--- src/rtl/pc_register.sv ---
// Program-counter holding register: loads Din when en is high, holds otherwise.
// Define PC_REG_MISALIGN_EN to add the word-alignment flag output misalign.
module pc_register #(
  parameter int              WIDTH       = 32,
  parameter logic [WIDTH-1:0] RESET_VALUE = '0,
  parameter int              ALIGN_BITS  = 2
) (
  input  logic             clk,
  input  logic             rst,
  input  logic             en,
  input  logic [WIDTH-1:0] Din,
`ifdef PC_REG_MISALIGN_EN
  output logic             misalign,
`endif
  output logic [WIDTH-1:0] Dout
);

  // Power-up value matches the boot address so Dout is defined even without a reset.
  logic [WIDTH-1:0] pcReg = RESET_VALUE;

  always_ff @(posedge clk) begin
    if (rst) begin
      pcReg <= RESET_VALUE;
    end else if (en) begin
      pcReg <= Din;
    end
  end

  assign Dout = pcReg;

  // Catch nonsensical alignment settings at elaboration time.
  if (ALIGN_BITS < 1 || ALIGN_BITS > WIDTH) begin : gBadAlign
    $error("pc_register: ALIGN_BITS out of range");
  end

`ifdef PC_REG_MISALIGN_EN
  assign misalign = |pcReg[ALIGN_BITS-1:0];
`endif

endmodule

--- config.mk ---
export PLATFORM = sky130hd
export DESIGN_NAME = pc_register
export DESIGN_NICKNAME = d
export VERILOG_FILES = /design/src/rtl/pc_register.sv
export SDC_FILE = /design/constraint.sdc
export NUM_CORES = 1
export LEC_CHECK = 0
export BUFFER_PORTS_ARGS = -buffer_cell sky130_fd_sc_hd__buf_2
export CAP_MARGIN = 25
export CORE_ASPECT_RATIO = 0.8
export CORE_MARGIN = 2
export CORE_UTILIZATION = 45
export CTS_BUF_LIST = sky130_fd_sc_hd__clkbuf_2
export DETAILED_ROUTE_END_ITERATION = 12
export PLACE_DENSITY = 0.88
export SLEW_MARGIN = 20
export SYNTH_ARGS = -nofsm -noshare
export SYNTH_HDL_FRONTEND = slang
export SYNTH_SLANG_ARGS = --single-unit
export TNS_END_PERCENT = 50
--- constraint.sdc ---
create_clock -name clk -period 1.2 [get_ports clk]
set_input_delay 0.12 -clock clk [delete_from_list [all_inputs] [get_ports clk]]
set_output_delay 0.12 -clock clk [all_outputs]
set_load 0.1 [all_outputs]
Word level (Yosys, flattened, before mapping):

Cells that the tools add are included.

* shift operators: 0
* $add $sub $neg: 0
* bitwise operators: 0
* reduce and logical (&&, ||, !) cells: 0
* $mul: 0
* multiplexer cells: 0
* order comparisons: 0
* div/mod/pow operators: 0
* equality and inequality tests: 0

* output and inout port bits: 32
* bits in latches: 0
* input bits: 35
* memories kept: 0
* bits in read-only memories: 0
* RAM bits: 0
* flip-flop bits (word level): 32

Depth between registers and ports, before layout:

* word-level depth: 0
* gate-level depth with buffers: 4
* mapped depth without buffers: 2

Worst setup path after synthesis:

No wires, ideal clock.

* kind: flip-flop to flip-flop
* start point: reg Dout[0] (netlist name)
* end point: reg pcReg[0] (netlist: Dout[0])
* stages on the path, launching flop included: 3
* setup slack: -0.040 ns
* library setup time: 0.067 ns
* arrival: 1.173 ns
* data required time: 1.133 ns
* cells stage by stage: dfxtp_1 > mux2i_1 > nor2_1

RTL lines
* end signal: assignment: line 25 `pcReg <= Din;`
* end: declaration: line 19 `logic [WIDTH-1:0] pcReg = RESET_VALUE;`

Final worst setup path:

* start point: reg pcReg[6] (netlist: Dout[6])
* end point: out Dout[6]

RTL lines
* end: declaration: line 15 `output logic [WIDTH-1:0] Dout`

No word-level cell between the ends.

==> impl_metrics.py <==
metrics = {
    "timing": {
        "rsz0062_at_grt": "no",
        "post-route-period-util": 0.951,
        "drv_slew": 0,
        "tns_ps": 0,
        "max_freq_mhz": 876,
        "hold_viol_final": 0,
        "relSlewSlack": 0.622,
        "hold-worst-slack_ps": 2.11,
        "setup_viol": 0,
        "setup_slack_ps": 59.1,
        "fin_crit_ps": 1140,
        "worst_slew_pin_slew_ps": 567,
        "skew_ps": 0,
    },
    "power": {
        "p_int_mw": 1.54,
        "clkPwrFrac": 0.197,
        "vdd_ir_drop_max_uv": 886,
        "p_sw_uw": 972,
        "comb_power_share": 0.337,
        "powerDensity_mw_per_mm2": 1320,
        "pwr-share-seq": 0.466,
        "p_sw_frac": 0.387,
        "p_total_mw": 2.51,
        "p_leak_nw": 0.970,
    },
    "clock_network": {
        "clkLatencyLatePin_ps": 360,
        "cts_tree": "built",
        "cts_buffers": 5,
        "cts_sinks": 32,
        "cts_max_level": 2,
        "path_clk_slew_ps": 150,
        "root_buffer": "clkbuf_2",
        "cts_buffer_depth": 2,
    },
    "setup_path": {
        "worst_ep_arrival_time_ps": 1020,
        "cp_top_family": "flip-flops",
        "crit_buf_inv": 1,
        "critical_path.max_stage_delay_ps": 370,
        "end_kind": "output pin",
        "crit_chain": "buf_4",
        "required_ps": 1080,
        "critical_path_class": "flip-flop to output pin",
        "worst-path-max-fanout": 2,
        "crit_slowest_cell": "dfxtp_1",
        "start_kind": "flip-flop",
    },
    "outcome": {
        "status": "finished clean",
    },
    "synthesis": {
        "synthDistinctLibCells": 6,
        "synth_nets": 138,
        "ys_seq_area_frac": 0.551,
        "syn_inst": 103,
        "postSynthAreaPerCell_um2": 11.3,
        "ys_warn_count": 0,
        "ys_ff_latch": 32,
        "netlist_area_mm2": 0.00116,
    },
    "global_route": {
        "use_met1": 0.199,
        "grt_max_degree": 33,
        "use_met3": 0.0840,
        "first_global_vias": 1071,
        "grt_use_total": 0.213,
        "use_met2": 0.396,
        "grt.busiest_layer": "met2",
        "grt_pass1_wl_um": 4600,
        "antenna_found_initial": 0,
        "overflow": 0,
    },
    "placed_design": {
        "gp_congestion": 0.601,
        "portBuffers": 66,
        "hpwlAfterDp_um": 1780,
        "placed_area_mm2": 0.00150,
        "dpl_worst_slack_ps": 265,
        "dp.cells": 199,
    },
    "finish": {
        "syn_to_final_growth_pct": 63.7,
        "antenna_cells": 0,
        "final_layout_size_suffix_gt1_frac": 0.462,
        "ff_latch_area_um2": 661,
        "final_nets": 229,
        "multi_input_area_um2": 440,
        "largest_reg_flops": 32,
        "layout.cells.non_filler": 231,
        "utilization": 0.780,
        "layout_commonest_cell": "buf_2",
        "final_cell_mix": "34 x buf_2, 32 x mux2i_1, 32 x nor2_1, 24 x dlygate4sd3_1, 19 x buf_4",
        "fillCellCount": 176,
        "stdcell_area_mm2": 0.00190,
    },
    "route": {
        "ant_nets": 0,
        "wl_per_cell_um": 13.7,
        "firstDrtPassIters": 4,
        "routed_wl_um": 3170,
        "drt_iter0_drc": 29,
        "num_vias": 1045,
        "via_per_inst": 4.52,
        "route.detailed.drc": 0,
    },
    "floorplan": {
        "die_w_um": 60.9,
        "design.portCount": 67,
        "die_y_um": 49.5,
        "rows": 16,
        "start_util": 0.476,
        "core_area_mm2": 0.00244,
        "die_area_mm2": 0.00301,
    },
    "job": {
        "drv_cap": 0,
    },
    "min_path": {
        "worstHoldPathType": "primary input to flip-flop",
    },
}
## what timing repair did
action / in CTS / in global routing
hold endpoints to repair: 19 / 5
gates cloned: 0 / 0
hold buffers: 19 / 5
setup endpoints to repair: 32 / 13
buffers inserted: 0 / 0
gates resized for setup: 32 / 13
## cell usage after synthesis, drive strengths merged
| cell type | count | area, um2 |
|---|---|---|
| mux2i | 32 | 320 |
| nor2 | 32 | 120 |
| buf | 4 | 71.3 |
| dfxtp | 32 | 641 |
| clkbuf | 3 | 11.3 |
## final timing paths
path	from	to	slack [ps]	cells after the start
worst max-delay path	Dout[6]	Dout[6]	60	1
worst max register to register	Dout[31]	Dout[31]	470	2
worst min register to register	Dout[13]	Dout[13]	500	2
worst min-delay path	Din[18]	Dout[18]	2	3
## routing by layer
layer / part of all wire / wire length [um] / up-vias
li1: - / - / 518
met1: 0.35 / 1130 / 483
met2: 0.56 / 1780 / 36
met3: 0.063 / 200 / 8
met4: 0.021 / 65 / 0
met5: 0 / 0 / -
## cell type report
type,count,area share
timing repair buffer,91,0.378
sequential,32,0.347
multi-input combinational,64,0.231
tap,36,0.0237
clock buffer,7,0.0184
clock inverter,1,0.00197
## cell families after synthesis
family / count (synthesis) / share of synthesized area
muxes: 32 / 0.275
DFF: 32 / 0.551
and+or+nand+nor: 32 / 0.103
buffers and inverters: 7 / 0.0710
## power by group through the flow
stage	Clock [mW]	Sequential, mW	Combinational (mW)
6_report	0.495	1.17	0.846
5_1_grt	0.564	1.18	0.877
4_1_cts	0.503	1.17	0.810
3_5_place_dp	0	1.18	0.726
3_3_place_gp	0	1.18	0.712
2_1_floorplan	0	1.64	0.147
No activity file was read; power rests on OpenSTA's default activity.
